===== config.mk =====
export PLATFORM = sky130hd
export DESIGN_NAME = roll_ci_master
export DESIGN_NICKNAME = d
export VERILOG_FILES = /design/src/rtl/roll_ci_master.sv
export SDC_FILE = /design/constraint.sdc
export NUM_CORES = 1
export LEC_CHECK = 0
export CAP_MARGIN = 20
export CORE_MARGIN = 5
export CORE_UTILIZATION = 42
export CTS_BUF_LIST = sky130_fd_sc_hd__clkbuf_4
export DETAILED_ROUTE_END_ITERATION = 7
export PLACE_DENSITY = 0.83
export SETUP_SLACK_MARGIN = 0.5
export SYNTH_ARGS = -nofsm -noshare
export SYNTH_HDL_FRONTEND = slang
export SYNTH_SLANG_ARGS = --single-unit

===== constraint.sdc =====
create_clock -name clk -period 2.5 [get_ports clk]
set_input_delay 0.625 -clock clk [delete_from_list [all_inputs] [get_ports clk]]
set_output_delay 0.625 -clock clk [all_outputs]
set_load 0.005 [all_outputs]

===== src/rtl/roll_ci_master.sv =====
// Issues N back-to-back dice-roll custom-instruction transactions per request and accumulates sum/min/max.
// Latency: N*(1+k) + (N-1)*GAP_CYCLES + 1 cycles from acceptance to o_valid (k = slave done latency).
// Backpressure: o_ready only in IDLE; requests while busy are dropped, slave stalls bounded by TIMEOUT_CYCLES.
module roll_ci_master #(
    parameter int TIMEOUT_CYCLES = 255,
    parameter int GAP_CYCLES     = 1
) (
    input  logic        clk,
    input  logic        reset,
    input  logic        i_req,
    input  logic [3:0]  i_dieSelect,
    input  logic [3:0]  i_count,
    output logic        o_ready,
    output logic        o_busy,
    output logic        ci_clk_en,
    output logic        ci_start,
    output logic [31:0] ci_dataa,
    output logic [31:0] ci_datab,
    input  logic [31:0] ci_result,
    input  logic        ci_done,
    output logic        o_valid,
    output logic [8:0]  o_sum,
    output logic [4:0]  o_min,
    output logic [4:0]  o_max,
    output logic [3:0]  o_rolls,
    output logic        o_timeout
);

    localparam int GW = (GAP_CYCLES > 1) ? $clog2(GAP_CYCLES) : 1;
    localparam logic [7:0]    TMO_LAST = 8'(TIMEOUT_CYCLES - 1);
    localparam logic [GW-1:0] GAP_LAST = GW'(GAP_CYCLES - 1);

    typedef enum logic [2:0] {
        S_IDLE,
        S_ISSUE,
        S_WAIT,
        S_GAP,
        S_DONE
    } state_t;

    state_t        state_q;
    state_t        state_d;
    logic [3:0]    die_q;
    logic [3:0]    count_q;
    logic [7:0]    timer_q;
    logic [GW-1:0] gap_q;

    logic          accept;
    logic          roll_done;
    logic          tmo_hit;
    logic [3:0]    rolls_inc;
    logic [4:0]    roll_val;
    logic          unused_result_bits;

    assign roll_val           = ci_result[4:0];
    assign unused_result_bits = ^ci_result[31:5];
    assign rolls_inc          = o_rolls + 4'd1;

    always_ff @(posedge clk) begin
        if (reset) begin
            state_q <= S_IDLE;
        end else begin
            state_q <= state_d;
        end
    end

    // ci_done is only meaningful in WAIT; ISSUE/GAP/DONE/IDLE never look at it.
    always_comb begin
        state_d   = state_q;
        accept    = 1'b0;
        roll_done = 1'b0;
        tmo_hit   = 1'b0;
        case (state_q)
            S_IDLE: begin
                if (i_req) begin
                    accept  = 1'b1;
                    state_d = (i_count == 4'd0) ? S_DONE : S_ISSUE;
                end
            end
            S_ISSUE: begin
                state_d = S_WAIT;
            end
            S_WAIT: begin
                if (ci_done) begin
                    roll_done = 1'b1;
                    state_d   = (rolls_inc == count_q) ? S_DONE : S_GAP;
                end else if (timer_q == TMO_LAST) begin
                    tmo_hit = 1'b1;
                    state_d = S_DONE;
                end
            end
            S_GAP: begin
                if (gap_q == GAP_LAST) begin
                    state_d = S_ISSUE;
                end
            end
            S_DONE: begin
                state_d = S_IDLE;
            end
            default: begin
                state_d = S_IDLE;
            end
        endcase
    end

    // Result registers keep the previous batch visible until the next acceptance.
    always_ff @(posedge clk) begin
        if (reset) begin
            die_q     <= 4'd0;
            count_q   <= 4'd0;
            o_sum     <= 9'd0;
            o_min     <= 5'h1F;
            o_max     <= 5'd0;
            o_rolls   <= 4'd0;
            o_timeout <= 1'b0;
        end else begin
            if (accept) begin
                die_q     <= i_dieSelect;
                count_q   <= i_count;
                o_sum     <= 9'd0;
                o_min     <= 5'h1F;
                o_max     <= 5'd0;
                o_rolls   <= 4'd0;
                o_timeout <= 1'b0;
            end
            if (roll_done) begin
                o_sum   <= o_sum + {4'd0, roll_val};
                o_rolls <= rolls_inc;
                if (roll_val < o_min) begin
                    o_min <= roll_val;
                end
                if (roll_val > o_max) begin
                    o_max <= roll_val;
                end
            end
            if (tmo_hit) begin
                o_timeout <= 1'b1;
            end
        end
    end

    // Timer counts WAIT cycles only; the gap counter runs only while in GAP.
    always_ff @(posedge clk) begin
        if (reset) begin
            timer_q <= 8'd0;
            gap_q   <= '0;
        end else begin
            if (state_q == S_WAIT) begin
                timer_q <= timer_q + 8'd1;
            end else begin
                timer_q <= 8'd0;
            end
            if (state_q == S_GAP) begin
                gap_q <= gap_q + GW'(1);
            end else begin
                gap_q <= '0;
            end
        end
    end

    assign o_ready   = (state_q == S_IDLE);
    assign o_busy    = (state_q == S_ISSUE) || (state_q == S_WAIT) || (state_q == S_GAP);
    assign o_valid   = (state_q == S_DONE);
    assign ci_start  = (state_q == S_ISSUE);
    assign ci_clk_en = ~reset;
    // The completed-roll count doubles as the index of the roll in flight.
    assign ci_dataa  = {28'd0, die_q};
    assign ci_datab  = {28'd0, o_rolls};

endmodule


* Word-level counts from Yosys, hierarchy flattened *
Index checks and enable logic that the tools add are counted.

word-level totals
  flip-flop bits (word level) = 44
  output and inout bits = 93

operators by class
  equality and inequality tests = 9
  multiplexer cells = 26
  add/sub/neg operators = 4
  bitwise gates (word level) = 3
  order comparisons = 2
  reductions and logical operators = 9

operators by type and width
  cell                 count
  $mux 5               6
  $mux 3               6
  $mux 9               2
  $pmux 3 s4           1
  $add 9x5->9          1
  $mux 1               9
  $add 8x1->8 const B  1
  $eq 8x8->1 const B   1
  $mux 4               2
  $eq 3x2->1 const B   2
  $gt 5x5->1           1
  $lt 5x5->1           1
  $add 4x1->4 const B  1
  $eq 4x4->1           1
  $logic_not 4->1      1
  $ne 2x2->1 const B   2
  $reduce_bool 2->1    2
  $reduce_or 2->1      2
  $eq 3x1->1 const B   1
  $eq 3x3->1 const B   1
  $logic_not 3->1      1
  $ne 3x3->1 const B   1
  $not 1->1            3
  $reduce_and 3->1     1
  2 further kinds      3

* Depth between registers and ports, before layout *
Gate-level depths: netlist (run 1).

  word-level depth = 5
  mapped depth = 8
  depth with buffers taken out = 8

* Worst setup path after synthesis (run 1) *
Ideal clock, no wire load.

  path type = input to register
  start = in ci_result[0]
  end = reg o_sum[8]
  library setup time = 65 ps
  arrival = 2047 ps
  data required time = 2435 ps
  cell stages on the path = 8
  slack = 388 ps
  cell sequence = ha_1 -> inv_1 -> fa_1 -> nor2b_1 -> o2111ai_1 -> a21oi_1 -> mux2_1 -> nor2_1

on the way
  longest elaborated chain between the ends = 2

RTL lines
  item                    RTL line  RTL
  start: declaration      19        input logic [31:0] ci_result,
  $add 9x5->9             127       o_sum <= o_sum + {4'd0, roll_val};
  $mux 9                  126       if (roll_done) begin
  end signal: assignment  127
  end: declaration        22        output logic [8:0] o_sum,

Every way passes these cells.
A chain may end at the register's enable or synchronous reset.

* Worst setup path in the final report (run 1) *
  start = reg o_sum[1]
  end = out o_sum[1]

No word-level cell between the ends.

==> run summary, run 1 <==
On the worst path, the slowest cell contributes a delay of 540 ps. The tools report the number of DRC violations after detailed routing as 0. Net switching is 29.55% of the power.

Cell internal power was estimated by the tool at 0.001441 W. The count of antenna diodes in the layout came out at 0. For the maximum vdd ir drop, the log shows 341.8 uV. The top cell type by area accounts for 31.50% of the synthesized area. The detailed-routing wirelength on met1 was 2.762 mm; the detailed route wirelength on metal3 was 487 um. The path class of the tightest hold or removal check is reg -> reg.

For this run, the top clock speed supported by timing is 508.8 MHz. By startpoint and endpoint, the worst setup path is classified as reg -> out. The setup skew after layout is 4.207 ps, and the final max-slew violation count is 0. The time the final worst path needs with I/O delays and setup works out to 1965 ps. Summed over all cells, the static leakage comes to 1.596 nW. The final route contains 2531 vias. The ratio of routed vias to standard cells is 5.082, and the net load switching power is 0.0006045 W.

The tools report the sort of element at the end of the critical path as a primary output. After synthesis, the most frequently instantiated cells are buf_4 (60), dfxtp_1 (44), nor2_1 (35). The most frequently used cell type in the post-synthesis netlist is buf_4.

After floorplanning, the core was sized to cover 6422 um2. The run gives 0.002046 W as the total power draw. Combinational logic burns 28.8% of the power.

The data arrival time of the critical path is 1340 ps, and the share of total power in the clock network is 32.5%. CTS built an H-tree with a depth of 2. For this run, the number of Yosys warnings is 0. In the final layout, the share of cells above drive strength 1 is 17.10%. The mean area per synthesized cell came out at 8.036 um2. Setup violations remaining at the end of the flow were counted as 0.

The synthesized design spends more area on one cell type than any other, namely dfxtp_1. The remaining global-route overflow is 0, and the per-cell routed wire length is 14.58 um. In this run the worst path has a maximum fanout of 4.

The flow ran to the end, and the final reports show no timing, DRC or antenna violations. For this run, the total global-route usage over all layers was measured as 16.72%. The count of antenna-violating nets left after detailed routing is 0, and the flop and latch count out of synthesis is 44. The height of the die works out to 91.60 um. The congestion estimate from routability-driven global placement came to 0.8728.

Async set-or-reset flop fraction in the synthesized netlist: 0%. Summing every instance area after synthesis gives 2796 um2. The initial antenna violation count was 0; the count of TritonRoute iterations in the first routing pass was 4. Yosys attributes the largest share of cell area to dfxtp_1 (31%), buf_4 (16%), ha_1 (7.6%), nor2_1 (4.7%), a21oi_1 (4.1%).

STA classifies the critical path startpoint as a register. The prevailing post-synth register cell is dfxtp_1. Across the run, the number of max-cap violations was 0. The critical path goes through clkdlybuf4s50_1.

The logs give 29 for the floorplan row count and 0 ps for the setup TNS. The slowest stage of the critical path is the clkdlybuf4s50_1 cell. Family with the most delay on the worst path: buffers and inverters. In this run the power density over the cells is 562.6 nW/um2. The clock net in this run drives a total of 44 sinks.

The tools report the initial DRC count as 126. The number of global-route vias before repair was 2408. Entering global routing, the biggest net connects 32 pins. At the end of the flow, the number of nets in the layout was 482. For the number of buffers created by CTS, the log shows 5. TritonCTS built the clock tree. The sequential fraction of the synthesis area was 31.50%; the clock slew at the register clock pins of the worst setup and hold paths was 140 ps. For this configuration, the core starts out at a cell density of 43.54%.

The post-layout worst setup margin was 534.8 ps. Compared with the post-synthesis result, the final layout area differs by 30.02%. Input and output buffers added on the ports amount to 53. Setup repair after global routing could not meet its margin everywhere. The ratio of final minimum period to clock period works out to 78.61%. The critical path buffer and inverter count was 1; the required time of the critical path was 1880 ps.

Synthesis handed over a netlist of 348 instances. Pin placement for this block handled 137 I/O pins. Registers are responsible for 38.7% of the overall power.

At the later pin of the worst-skew pair, clock insertion delay measures 370 ps. The highest routed metal layer is met4. In this run, synthesis inferred 0 flip-flops with an integrated enable. The run gives -255.3 ps as the post-placement setup slack.

Area of the die: 8390 um2. The run gives 11.50 mm as the first-pass GRT wire length. The tree is rooted in a clkbuf_4.

For this block, the routed nets add up to 7.262 mm of wire. In this run, distinct cell masters in the synthesized netlist total 50. Once detailed placement completed, the half-perimeter wirelength came to 5.091 mm. The wire length on met2 came out at 3.824 mm. Measured along the x axis, the die boundary spans 91.60 um. No sink is reached through more buffers than the 2 on the longest clock path. For the final number of hold-violating endpoints, the log shows 0.
## cell usage in the layout (no fill, tap or decap), drive strengths merged, types with 4 or more instances in the layout
master         Yosys  routed
clkdlybuf4s50      0      42
conb               1      56
xor2               8       8
dlygate4sd2        0       5
or2                4       4
a21oi             23      23
nor2              35      35
and3               7       7
dfxtp             44      44
xnor2              7       7
buf               66      30
nand4              4       4
nand2             30      30
nand3             13      13
nand2b             6       6
o21ai             15      15
clkbuf             7       7
inv               16      16
ha                17      17
## final cells by class
cell class / instances / area [um2]
sequential: 44 / 905.9
multi-input combinational: 270 / 1698
clock buffer: 5 / 37.54
fill: 551 / 2786
clock inverter: 3 / 90.09
tap: 77 / 96.34
inverter: 16 / 60.06
timing repair buffer: 83 / 748.2
## per-layer routing
metal	vias to the layer above	global-route usage [%]
li1	1202	-
met1	1206	18.04
met2	101	30.86
met3	22	4.298
met4	0	6.658
met5	-	0
## cell families after synthesis
group           after synthesis  synth area share [%]
mux                           4                 1.477
fa+ha+maj                    18                 8.322
buf+inv                      89                 20.27
flops                        44                 31.50
compound gates               59                 12.75
simple gates                118                 20.85
xor+xnor                     15                 4.698
other cells                   1                0.1341
## flip-flops by register name, indices dropped and copies added (netlist names)
name / cells
count_q: 4
die_q: 4
gap_q: 1
o_max: 5
o_min: 5
o_rolls: 4
o_sum: 9
o_timeout: 1
state_q: 3
timer_q: 8
## power groups by stage
stage / registers, W / clock network [W] / logic [W]
after floorplan: 0.000786 / 0 / 0.000358
after global placement: 0.000805 / 0 / 0.000470
after detailed placement: 0.000809 / 0 / 0.000483
after CTS: 0.000794 / 0.000665 / 0.000550
after global routing: 0.000799 / 0.000702 / 0.000650
final: 0.000792 / 0.000665 / 0.000590
## path summary, 6_finish.rpt
| kind | to | cells after the start | startpoint | slack, ps |
|---|---|---|---|---|
| worst max-delay path | o_sum[1] | 1 | o_sum[1] | 530 |
| worst min register to register | gap_q | 1 | gap_q | 460 |
| worst min-delay path | gap_q | 1 | gap_q | 460 |
| worst max register to register | o_sum[8] | 8 | o_sum[0] | 590 |
## repair_timing
item	4_1_cts	5_1_grt
buffers inserted	9	5
hold buffers	0	0
pin swaps	6	8
setup endpoints to repair	24	17
resized for setup	29	21
## per-stage QoR
stage / hold slack (ps) / instance area (um2) / utilization (%) / instances
CTS: 458.6 / 3530 / 54.96 / 493
global placement: 435.8 / 3267 / 50.87 / 476
floorplan: 423.2 / 3027 / - / 403
finish: 457.0 / 3636 / 56.61 / 498
detailed placement: 440.6 / 3267 / 50.87 / 476
global route: 478.5 / 3636 / 56.61 / 498
No activity file was read; power rests on OpenSTA's default activity.
==> run 2, diff against run 1 <==
Clock period 2.5 ns to 2.02 ns, I/O delays scaled along.
==> run summary, run 2 (synthesized netlist as in run 1, its figures left out) <==
Clock root buffer: clkbuf_4 (unchanged). The via count came out at 2901 (was 2531). The run gives 13.03 mm (was 11.50 mm) as the first-pass GRT wire length. The endpoint of the lowest-slack register-to-register path is o_sum[5] (was o_sum[8]).

The placed wire-length estimate was 5.191 mm (was 5.091 mm). The clock tree buffer depth was 2 (unchanged). The total power divided by cell area was 595.0 nW/um2 (was 562.6 nW/um2); the time the final worst path needs with I/O delays and setup was 1945 ps.

Largest registers ranked by flip-flop count: o_sum (9), timer_q (8) (unchanged). The height of the die works out to 91.60 um (unchanged). The cell depth of the worst flop-to-flop path works out to 9 (was 8). Pin count of the biggest net entering global routing: 32 (unchanged). The number of nets in the final layout was 538 (was 482); the area of the die was 8390 um2 (unchanged). The fraction of layout instances using a drive strength above 1 was 45.28% (was 17.10%); the count of port buffers added during placement was 53 (unchanged). Of the available clock period, the critical path in the final layout requires 96.29%. The tools report the total wire length after detailed routing as 9.481 mm (was 7.262 mm). The worst hold slack is 466.3 ps (was 457.0 ps). TritonCTS built the clock tree. The global-route layer with the greatest usage is met2 (unchanged).

The tools report the floorplan row count as 29 (unchanged). The tools report the hold path startpoint as gap_q (unchanged). Endpoint of the worst hold-timing path: gap_q (unchanged). The tools report the final max-slew violation count as 0 (unchanged). The hold-fix buffer count after cts is 0 (unchanged).

The sort of element at the end of the critical path is a register (was a primary output). Number of buffers created by CTS: 5 (unchanged). The number of stages on the worst hold path came out at 1 (unchanged). The TritonCTS sink count is 44 (unchanged). The class of the worst hold path is reg -> reg (unchanged). The remaining global-route overflow was 0 (unchanged); the area of the core was 6422 um2 (unchanged). The cell with the largest stage delay on the worst path was dfxtp_4 (was clkdlybuf4s50_1). The register name with the most flops is o_sum (unchanged). The number of DRC violations after detailed routing is 0 (unchanged), and the largest fanout of any net on the critical path is 3 (was 4). The max-cap check violation count is 0 (unchanged), and the layout-stage area growth over the synthesis result is 60.00% (was 30.02%).

The post-route standard cell area excluding fillers is 4474 um2 (was 3636 um2), and the initial DRC count is 190 (was 126). For the total leakage power, the log shows 2.017 nW (was 1.596 nW). Final weighted congestion in routability-driven placement: 0.8201 (was 0.8728). The type of the worst setup path was reg -> reg (was reg -> out).

The clock slew at the register clock pins of the worst setup and hold paths works out to 150 ps (was 140 ps). The data arrival time of the critical path was 2210 ps (was 1340 ps). Nature of the critical path startpoint: a register (unchanged). The combined global-route utilization of all metal layers is 19.10% (was 16.72%). The logs give 0 (unchanged) for the count of antenna-violating nets left after detailed routing and 0 (unchanged) for the initial antenna violation count. The per-cell routed wire length came out at 17.11 um (was 14.58 um). The flow ran to the end, and the final reports show no timing, DRC or antenna violations. The run gives 2762 (was 2408) as the number of global-route vias before repair. For the count of boundary I/O pins, the log shows 137 (unchanged). The run gives 2290 ps (was 1880 ps) as the required time of the critical path.

The run gives 35.00% (was 30.86%) as the met2 usage. The logs give 2 (unchanged) for the number of H-tree levels and 0 (unchanged) for the count of antenna diodes in the layout. For the met1 capacity usage during global routing, the log shows 20.57% (was 18.04%).

By instance count, the cell type seen most on the critical path is buf_4. Most common library cell in the layout ignoring fill and taps: conb_1 (unchanged). The number of flip-flops in the largest register came out at 9 (unchanged).

The floorplan die width came out at 91.60 um (unchanged). For the number of setup violations in the final report, the log shows 0 (unchanged). The logs give 0 (unchanged) for the final number of hold-violating endpoints and 69.67% (was 56.61%) for the end-of-flow core utilization. The met3 routing resource usage after global routing came out at 5.372% (was 4.298%). The logs give 4 (unchanged) for the count of TritonRoute iterations in the first routing pass and 80 ps (was 590 ps) for the register-to-register setup slack. The logs give 514.1 MHz for the highest achievable clock rate and 43.54% (unchanged) for the starting density of the core.

The tools report the placed instance area as 3465 um2 (was 3267 um2). The tools report the worst-skew pair later-pin latency as 380 ps (was 370 ps). The run gives 447.9 uV (was 341.8 uV) as the maximum vdd ir drop. The total power draw was 0.002662 W (was 0.002046 W); the ratio of routed vias to standard cells was 5.236 (was 5.082). The biggest cell delay along the critical path works out to 380 ps (was 540 ps).

The reg-to-reg critical path startpoint is o_sum[0] (unchanged). Setup repair after global routing could not meet its margin everywhere. Most used cells in the layout excluding fill and tap cells: conb_1 (56), buf_4 (52), buf_6 (32) (was conb_1 (56), clkdlybuf4s50_1 (42), nor2_1 (34)). CP Cell Sequence: ha_4 > buf_4 > buf_4 > a21o_1 > o21ba_4 > buf_4 > o311ai_4 > xor2_1 > nor3_1 (was clkdlybuf4s50_1). The setup skew after layout came out at 10.71 ps (was 4.207 ps).
## run 2: cell types whose count changed in the layout (fill, tap and decap cells not counted), sizes merged, moves of 2 or more
cell,previous run,this run
bufinv,3,0
dlygate4sd2,5,19
buf,30,96
clkinvlp,0,2
clkdlybuf4s50,42,9
clkdlybuf4s15,2,10
## run 2: worst max path at each step
stage | cells after the start | slack [ps] | startpoint | to
2_1_floorplan | 8 | 90 | ci_result[0] | o_sum[8]
3_3_place_gp | 9 | -540 | ci_result[0] | o_sum[8]
3_5_place_dp | 9 | -560 | ci_result[0] | o_sum[8]
4_1_cts | 8 | 180 | o_sum[0] | o_sum[8]
5_1_grt | 9 | 2 | o_sum[0] | o_sum[6]
6_report | 9 | 80 | o_sum[0] | o_sum[5]
## run 2: metrics by stage
stage | instances | setup slack [ps] | TNS (ps)
2_1_floorplan | 403 | 90.22 | 0
3_3_place_gp | 486 | -537.6 | -5362
3_5_place_dp | 486 | -563.3 | -5795
4_1_cts | 532 | 176.6 | 0
5_1_grt | 554 | 1.860 | 0
6_report | 554 | 75.02 | 0
## run 2: final cells by class
class,instances,area (um2)
Clock inverter,3,18.77
Clock buffer,5,37.54
Tap cell,77,96.34
Multi-Input combinational cell,272,2079
Inverter,16,60.06
Sequential cell,44,942.2
Timing Repair Buffer,137,1240
Fill cell,453,1948
## run 2: routing by layer
| layer | up-vias | routed length, um |
|---|---|---|
| met1 | 1398 | 3454 |
| met3 | 26 | 792 |
| met2 | 154 | 4965 |
| met5 | - | 0 |
| li1 | 1323 | - |
| met4 | 0 | 268 |
## run 2: critical path, delay by kind of cell (launching register included)
kind / cells / cell delay (ps)
adder cells (fa/ha/maj): 1 / 160
XOR/XNOR: 1 / 210
AND/OR/NAND/NOR: 1 / 80
AO/OA/AOI/OAI: 3 / 630
buffers and inverters: 3 / 370
flip-flops: 1 / 380
## run 2: repair_timing
action / in CTS / in global routing
setup endpoints to repair: 71 / 60
buffers inserted: 37 / 19
pin swaps: 32 / 49
gates cloned: 1 / 3
gates resized for setup: 159 / 92
## run 2: report_power, final
group	switching (W)	internal [W]	total, W
Clock	0.000318	0.000131	0.000450
Combinational	0.000612	0.000635	0.00125
Sequential	0.0000439	0.000921	0.000965
Total	0.000975	0.00169	0.00266
